`src/rtl/eq_lock_tracker.sv`:
```
//------------------------------------------------------------------------------
// eq_lock_tracker
//
// Watches the per-cycle result of a 2-bit equality comparator and decides
// whether the incoming pattern is aligned.
// - After LOCK_COUNT consecutive valid matches it declares lock.
// - After UNLOCK_COUNT consecutive valid mismatches, counted from lock, it
//   drops lock again.
// It also keeps a saturating run length of consecutive matches and a
// saturating total of mismatches for error monitoring.
//
// Parameters
//   LOCK_COUNT   : consecutive matches needed to lock (1 .. 2^RUN_W-1)
//   UNLOCK_COUNT : consecutive mismatches needed to unlock (1 .. 15)
//   RUN_W        : width of run_len
//   ERR_W        : width of err_count
//
// Ports
//   clk          : clock; all state updates on the rising edge
//   reset_n      : asynchronous active-low reset
//   clear        : synchronous clear; same effect as reset, wins over valid
//   valid        : eq carries a real sample this cycle
//   eq           : comparator result (1 = operands equal)
//   locked       : high in LOCKED and SLIP
//   lock_pulse   : one-cycle pulse on SEARCH -> LOCKED
//   unlock_pulse : one-cycle pulse on SLIP/LOCKED -> SEARCH
//   state        : SEARCH=00, LOCKED=01, SLIP=10
//   run_len      : consecutive valid matches, saturating
//   err_count    : total valid mismatches since reset/clear, saturating
//------------------------------------------------------------------------------
module eq_lock_tracker #(
   parameter int unsigned LOCK_COUNT   = 4,
   parameter int unsigned UNLOCK_COUNT = 2,
   parameter int unsigned RUN_W        = 8,
   parameter int unsigned ERR_W        = 8
) (
   input  logic             clk,
   input  logic             reset_n,
   input  logic             clear,
   input  logic             valid,
   input  logic             eq,
   output logic             locked,
   output logic             lock_pulse,
   output logic             unlock_pulse,
   output logic [1:0]       state,
   output logic [RUN_W-1:0] run_len,
   output logic [ERR_W-1:0] err_count
);

   typedef enum logic [1:0] {
      ST_SEARCH = 2'b00,
      ST_LOCKED = 2'b01,
      ST_SLIP   = 2'b10
   } state_t;

   // Lock is declared on the match that brings the run to LOCK_COUNT, so the
   // comparison is against the run length before that match is counted.
   localparam logic [RUN_W-1:0] LOCK_THRESH = RUN_W'(LOCK_COUNT - 1);
   localparam logic [3:0]       UNLOCK_MAX  = 4'(UNLOCK_COUNT);
   localparam logic [RUN_W-1:0] RUN_ONE     = RUN_W'(1);
   localparam logic [ERR_W-1:0] ERR_ONE     = ERR_W'(1);

   state_t             state_reg,        state_next;
   logic [RUN_W-1:0]   run_reg,          run_next;
   logic [ERR_W-1:0]   err_reg,          err_next;
   logic [3:0]         miss_reg,         miss_next;
   logic               locked_reg,       locked_next;
   logic               lock_pulse_reg,   lock_pulse_next;
   logic               unlock_pulse_reg, unlock_pulse_next;

   logic [3:0]         miss_inc;

   //---------------------------------------------------------------------------
   // State register
   //---------------------------------------------------------------------------
   always_ff @(posedge clk or negedge reset_n) begin
      if (!reset_n) begin
         state_reg        <= ST_SEARCH;
         run_reg          <= '0;
         err_reg          <= '0;
         miss_reg         <= '0;
         locked_reg       <= 1'b0;
         lock_pulse_reg   <= 1'b0;
         unlock_pulse_reg <= 1'b0;
      end else begin
         state_reg        <= state_next;
         run_reg          <= run_next;
         err_reg          <= err_next;
         miss_reg         <= miss_next;
         locked_reg       <= locked_next;
         lock_pulse_reg   <= lock_pulse_next;
         unlock_pulse_reg <= unlock_pulse_next;
      end
   end

   //---------------------------------------------------------------------------
   // Next-state and output logic
   //---------------------------------------------------------------------------
   assign miss_inc = miss_reg + 4'd1;

   always_comb begin
      state_next        = state_reg;
      run_next          = run_reg;
      err_next          = err_reg;
      miss_next         = miss_reg;
      lock_pulse_next   = 1'b0;
      unlock_pulse_next = 1'b0;

      if (clear) begin
         // The sample presented alongside clear is discarded.
         state_next = ST_SEARCH;
         run_next   = '0;
         err_next   = '0;
         miss_next  = '0;
      end else begin
         // Run and error counters are independent of the FSM state.
         if (valid) begin
            if (eq) begin
               run_next  = (run_reg == '1) ? run_reg : run_reg + RUN_ONE;
               miss_next = '0;
            end else begin
               run_next  = '0;
               err_next  = (err_reg == '1) ? err_reg : err_reg + ERR_ONE;
            end
         end

         case (state_reg)
            ST_SEARCH: begin
               if (valid && eq && (run_reg >= LOCK_THRESH)) begin
                  state_next      = ST_LOCKED;
                  lock_pulse_next = 1'b1;
               end
            end

            ST_LOCKED: begin
               if (valid && !eq) begin
                  if (UNLOCK_COUNT == 1) begin
                     state_next        = ST_SEARCH;
                     unlock_pulse_next = 1'b1;
                     miss_next         = '0;
                  end else begin
                     state_next = ST_SLIP;
                     miss_next  = 4'd1;
                  end
               end
            end

            ST_SLIP: begin
               if (valid) begin
                  if (eq) begin
                     state_next = ST_LOCKED;
                     miss_next  = '0;
                  end else if (miss_inc == UNLOCK_MAX) begin
                     state_next        = ST_SEARCH;
                     unlock_pulse_next = 1'b1;
                     miss_next         = '0;
                  end else begin
                     miss_next = miss_inc;
                  end
               end
            end

            // Encoding 11 cannot be reached; fall back to SEARCH on any edge.
            default: begin
               state_next = ST_SEARCH;
               miss_next  = '0;
            end
         endcase
      end

      // Registered so that locked moves in the same cycle as the pulses.
      locked_next = (state_next == ST_LOCKED) || (state_next == ST_SLIP);
   end

   //---------------------------------------------------------------------------
   // Outputs (all straight from registers)
   //---------------------------------------------------------------------------
   assign state        = state_reg;
   assign run_len      = run_reg;
   assign err_count    = err_reg;
   assign locked       = locked_reg;
   assign lock_pulse   = lock_pulse_reg;
   assign unlock_pulse = unlock_pulse_reg;

endmodule

```
`config.mk`:
```
export PLATFORM = sky130hd
export DESIGN_NAME = eq_lock_tracker
export DESIGN_NICKNAME = d
export VERILOG_FILES = /design/src/rtl/eq_lock_tracker.sv
export SDC_FILE = /design/constraint.sdc
export NUM_CORES = 1
export LEC_CHECK = 0
export CAP_MARGIN = 5
export CORE_UTILIZATION = 52
export DETAILED_ROUTE_END_ITERATION = 6
export PLACE_DENSITY = 0.85
export SLEW_MARGIN = 10
export SYNTH_ARGS = -nofsm -noshare
export SYNTH_HDL_FRONTEND = slang
export SYNTH_SLANG_ARGS = --single-unit
```
`constraint.sdc`:
```
create_clock -name clk -period 2 [get_ports clk]
set_input_delay 0.4 -clock clk [delete_from_list [all_inputs] [get_ports clk]]
set_output_delay 0.4 -clock clk [all_outputs]
set_load 0.02 [all_outputs]
```
==> flow_metrics.env, run 1 <==
export IMPL_crit_buf_inv=1
export IMPL_crit_cells=1
export IMPL_io_buffers=25
export IMPL_fin_nets=206
export IMPL_reg2regPathDepth=5
export IMPL_vias=1397
export IMPL_pre_cts_ws_ps=34.2
export IMPL_path_cells="clkdlybuf4s50_1"
export IMPL_netlist_area_leader_share=0.408
export IMPL_antenna_left=0
export IMPL_via_per_inst=6.15
export IMPL_grtUsageTotal=0.239
export IMPL_final_cell_mix="dfrtp_1, clkdlybuf4s50_1, nand2_1, nor2_1, buf_4"
export IMPL_final_setup_viol_count=0
export IMPL_cts_made_buffers=3
export IMPL_die_h_microns=56.3
export IMPL_hold_ws_ps=412
export IMPL_multi_input_area_sq_um=831
export IMPL_yosys_area_share_simple=0.283
export IMPL_cts_hold_fix_buffers=0
export IMPL_grt_first_pass_wirelength_mm=5.95
export IMPL_ys_warn_count=0
export IMPL_max_stage_delay_ps=670
export IMPL_postCtsSetupBuffers=0
export IMPL_drive_gt1_frac=0.128
export IMPL_area_growth_pct=22.4
export IMPL_clock_root_buffer="clkbuf_4"
export IMPL_hp_class="input port to async pin"
export IMPL_drt_wl_total_mm=3.46
export IMPL_die_x_microns=56.3
export IMPL_htreeDepth=1
export IMPL_first_pass_iters=5
export IMPL_die_area_sq_um=3170
export IMPL_path_max_fanout=9
export IMPL_skew_ps=7.48
export IMPL_max_slew_margin_rel=0.772
export IMPL_synthMuxAreaShare=0.0196
export IMPL_synth_edf_count=0
export IMPL_drtIter0Drc=74
export IMPL_fin_area_sq_um=1870
export IMPL_placed_area_sq_um=1850
export IMPL_ys_seq_area_frac=0.408
export IMPL_fill_cells=232
export IMPL_synthArstFlopShare=1.00
export IMPL_tns_ps=0
export IMPL_slew_violations=0
export IMPL_crit_path_start_kind="register"
export IMPL_p_leak_nw=0.776
export IMPL_synthXorXnorAreaFrac=0.0114
export IMPL_syn_nets=173
export IMPL_synth_seq_cells=25
export IMPL_syn_area_per_cell_sq_um=9.34
export IMPL_insertedDiodeCount=0
export IMPL_grt_max_degree=26
export IMPL_grt_pass1_vias=1362
export IMPL_max_clock_path_buffers=2
export IMPL_ys_types=51
export IMPL_postSynthCellCount=164
export IMPL_arrival_ps=1570
export IMPL_crit_path_end_kind="primary output"
export IMPL_coreArea_sq_um=2780
export IMPL_layout_setup_ws_ps=32.6
export IMPL_crit_type="register to primary output"
export IMPL_seqCellArea_sq_um=626
export IMPL_tightest_slew_ps=342
export IMPL_fmax_ghz=0.508
export IMPL_cts_tree="built"
export IMPL_yosysTopAreaCell="dfrtp_1"
export IMPL_dp_hpwl_mm=2.56
export IMPL_cts_sinks=25
export IMPL_layout_min_cycle_time_ps=1970
export IMPL_syn_cell_area_sq_um=1530
export IMPL_synthTopCellsByArea="dfrtp_1, nand2_1, ha_1, nor2_1, a21oi_1"
export IMPL_start_util=0.551
export IMPL_postLayoutCoreUtil=0.674
export IMPL_outcome="finished, final reports clean"
export IMPL_pin_count=26
export IMPL_gr_total_overflow=0
export IMPL_slowest_stage="clkdlybuf4s50_1"
export IMPL_antenna_found_initial=0
export IMPL_rows=19
export IMPL_place_gp_congestion=0.959
export IMPL_wl_per_cell_microns=15.2
export IMPL_synth_compound_area_frac=0.196
export IMPL_drv_cap=0
export IMPL_route_detailed_drc=0
export IMPL_p_per_area_nw_per_um2=455
export IMPL_cts_resized=0
export IMPL_synth_ff_type="dfrtp_1"
export IMPL_critPathRequiredTime_ps=1600
export IMPL_synth_adder_area_share=0.0327
export IMPL_rsz0062_at_grt="false"
export IMPL_ir_worst_vdd_mv=0.361
export IMPL_finalCritPeriodShare=0.984
export IMPL_synth_top_family_by_area="simple AND/OR/NAND/NOR gates"
export IMPL_hold_violations=0
export IMPL_clock_latency_ps=320
export IMPL_path_clk_slew_ps=140
export IMPL_path_delay_family="buffers and inverters"
[area by class of cell]
type | count | area share
clock buffers | 3 | 0.0120
clock inverters | 1 | 0.00267
inverters | 5 | 0.0100
multi-input cells | 126 | 0.443
flip-flops and latches | 25 | 0.334
well taps | 31 | 0.0207
repair buffers | 36 | 0.178
[routing by layer]
layer	track usage	share of wire	wire, microns
met5	0	0	0
met4	0.132	0.011	39
met1	0.303	0.44	1540
met3	0.0323	0.049	169
met2	0.393	0.50	1710
[cell usage after synthesis (all sizes together) (2+ instances only)]
cell,number
or4,2
and3,2
a211oi,2
ha,4
o31ai,3
nor4,2
nand4,5
nor3,6
o22a,2
o22ai,3
o21bai,2
nand2b,4
and4,3
and2,2
nand3,7
o21ai,10
dfrtp,25
nand2,16
nor4b,2
nor2b,4
xor2,2
a21oi,8
nor2,13
mux2i,3
buf,7
inv,5
o211ai,5
a31oi,2
[cells by family after synthesis]
| logic type | after synthesis |
|---|---|
| flip-flops | 25 |
| AND/OR/NAND/NOR | 74 |
| multiplexers | 3 |
| buffers and inverters | 13 |
| AO/OA/AOI/OAI | 43 |
| adder cells (fa/ha/maj) | 4 |
| XOR/XNOR | 2 |
[power breakdown]
part	switching (W)	total (W)	internal [W]	leakage, nW
Combinational	0.0000609	0.000105	0.0000441	0.411
Clock	0.000155	0.000230	0.0000750	0.0177
Sequential	0.00000769	0.000519	0.000511	0.347
Total	0.000223	0.000854	0.000630	0.776
[stage by stage]
step | power [W] | std cells
after floorplan | 0.000582 | 164
after global placement | 0.000630 | 223
after detailed placement | 0.000633 | 223
after CTS | 0.000857 | 227
after global routing | 0.000882 | 227
final | 0.000854 | 227
[worst paths after layout]
check / endpoint / slack [ps] / startpoint
min: state[0] / 410 / reset_n
max reg2reg: locked / 260 / miss_reg[1]
max: run_len[3] / 30 / run_len[3]
max in group asynchronous: err_count[5] / 1340 / reset_n
min in group clk: run_len[0] / 570 / run_len[0]
min reg2reg: run_len[0] / 570 / run_len[0]
(Power assumes the default switching activity.)
==> inputs of run 2 (changes only) <==
Settings changed: CORE_UTILIZATION 52 to 30, PLACE_DENSITY 0.85 to 0.57.
==> flow_metrics.env, run 2 (same netlist as run 1, synthesis figures left out) <==
export IMPL_outcome="finished, final reports clean"
export IMPL_area_growth_pct=27.0
export IMPL_cts_resized=0
export IMPL_clock_latency_ps=270
export IMPL_finalCritPeriodShare=0.962
export IMPL_drt_wl_total_mm=3.45
export IMPL_p_leak_nw=0.788
export IMPL_path_clk_slew_ps=100
export IMPL_final_cell_mix="dfrtp_1, clkdlybuf4s50_1, nand2_1, nor2_1, buf_4"
export IMPL_cts_made_buffers=3
export IMPL_dp_hpwl_mm=2.55
export IMPL_route_detailed_drc=0
export IMPL_p_per_area_nw_per_um2=480
export IMPL_coreArea_sq_um=4820
export IMPL_place_gp_congestion=0.856
export IMPL_cts_hold_fix_buffers=0
export IMPL_tns_ps=0
export IMPL_slowest_stage="clkdlybuf4s50_1"
export IMPL_worstReg2RegStart="miss_reg[0]"
export IMPL_ir_worst_vdd_mv=0.224
export IMPL_max_clock_path_buffers=2
export IMPL_hold_ws_ps=493
export IMPL_tightest_slew_ps=378
export IMPL_drtIter0Drc=67
export IMPL_grtUsageTotal=0.136
export IMPL_hp_class="input port to async pin"
export IMPL_htreeDepth=1
export IMPL_crit_type="register to primary output"
export IMPL_layout_min_cycle_time_ps=1920
export IMPL_die_area_sq_um=5390
export IMPL_path_cells="clkdlybuf4s50_1"
export IMPL_fill_cells=494
export IMPL_rows=25
export IMPL_critPathRequiredTime_ps=1600
export IMPL_skew_ps=5.09
export IMPL_antenna_found_initial=0
export IMPL_grt_max_degree=26
export IMPL_vias=1343
export IMPL_die_h_microns=73.5
export IMPL_path_max_fanout=12
export IMPL_io_buffers=25
export IMPL_final_setup_viol_count=0
export IMPL_arrival_ps=1520
export IMPL_path_delay_family="buffers and inverters"
export IMPL_grt_first_pass_wirelength_mm=5.67
export IMPL_startpoint="state[1]"
export IMPL_start_util=0.318
export IMPL_layout_setup_ws_ps=76.0
export IMPL_postCtsSetupBuffers=0
export IMPL_wl_per_cell_microns=13.1
export IMPL_pin_count=26
export IMPL_crit_buf_inv=1
export IMPL_grt_pass1_vias=1237
export IMPL_hold_violations=0
export IMPL_cts_sinks=25
export IMPL_clock_root_buffer="clkbuf_8"
export IMPL_crit_path_start_kind="register"
export IMPL_slew_violations=0
export IMPL_fmax_ghz=0.520
export IMPL_via_per_inst=5.09
export IMPL_die_x_microns=73.5
export IMPL_drive_gt1_frac=0.132
export IMPL_cts_tree="built"
export IMPL_drv_cap=0
export IMPL_max_stage_delay_ps=680
export IMPL_first_pass_iters=4
export IMPL_gr_total_overflow=0
export IMPL_pre_cts_ws_ps=-50.1
export IMPL_max_slew_margin_rel=0.748
export IMPL_fin_nets=207
export IMPL_insertedDiodeCount=0
export IMPL_crit_path_end_kind="primary output"
export IMPL_antenna_left=0
export IMPL_rsz0062_at_grt="false"
## run 2: final cells by class
| class | instances | area, sq um | share of cell area |
|---|---|---|---|
| Clock inverter | 1 | 5.00 | 0.00257 |
| Multi-Input combinational cell | 126 | 831 | 0.427 |
| Timing Repair Buffer | 37 | 340 | 0.175 |
| Inverter | 5 | 18.8 | 0.00965 |
| Clock buffer | 3 | 41.3 | 0.0212 |
| Sequential cell | 25 | 626 | 0.322 |
| Tap cell | 67 | 83.8 | 0.0431 |
## run 2: final timing paths
path	end	slack, ps	cells after the start
worst max-delay path	state[1]	80	1
worst min-delay path	run_len[3]	490	2
worst max register to register	locked	240	5
worst min register to register	err_count[7]	560	1
max in group asynchronous	miss_reg[3]	1250	2
min in group clk	err_count[7]	560	1
## run 2: per-stage QoR
step | total power (W) | area [sq um] | util | cells
after floorplan | 0.000582 | 1530 | - | 164
after global placement | 0.000637 | 1900 | 0.394 | 260
after detailed placement | 0.000636 | 1900 | 0.394 | 260
after CTS | 0.000950 | 1950 | 0.404 | 264
after global routing | 0.000979 | 1950 | 0.404 | 264
final | 0.000934 | 1950 | 0.404 | 264
## run 2: report_power, final
group	switching (W)	internal, W
Clock	0.000169	0.000139
Combinational	0.0000603	0.0000462
Sequential	0.00000815	0.000511
Total	0.000237	0.000696
## run 2: metal layers
| layer | part of all wire | up-vias | GRT usage |
|---|---|---|---|
| met5 | 0 | - | 0 |
| met4 | 0.0090 | 0 | 0.0385 |
| met3 | 0.035 | 5 | 0.0261 |
| met2 | 0.45 | 28 | 0.226 |
| met1 | 0.50 | 634 | 0.179 |
| li1 | - | 676 | - |
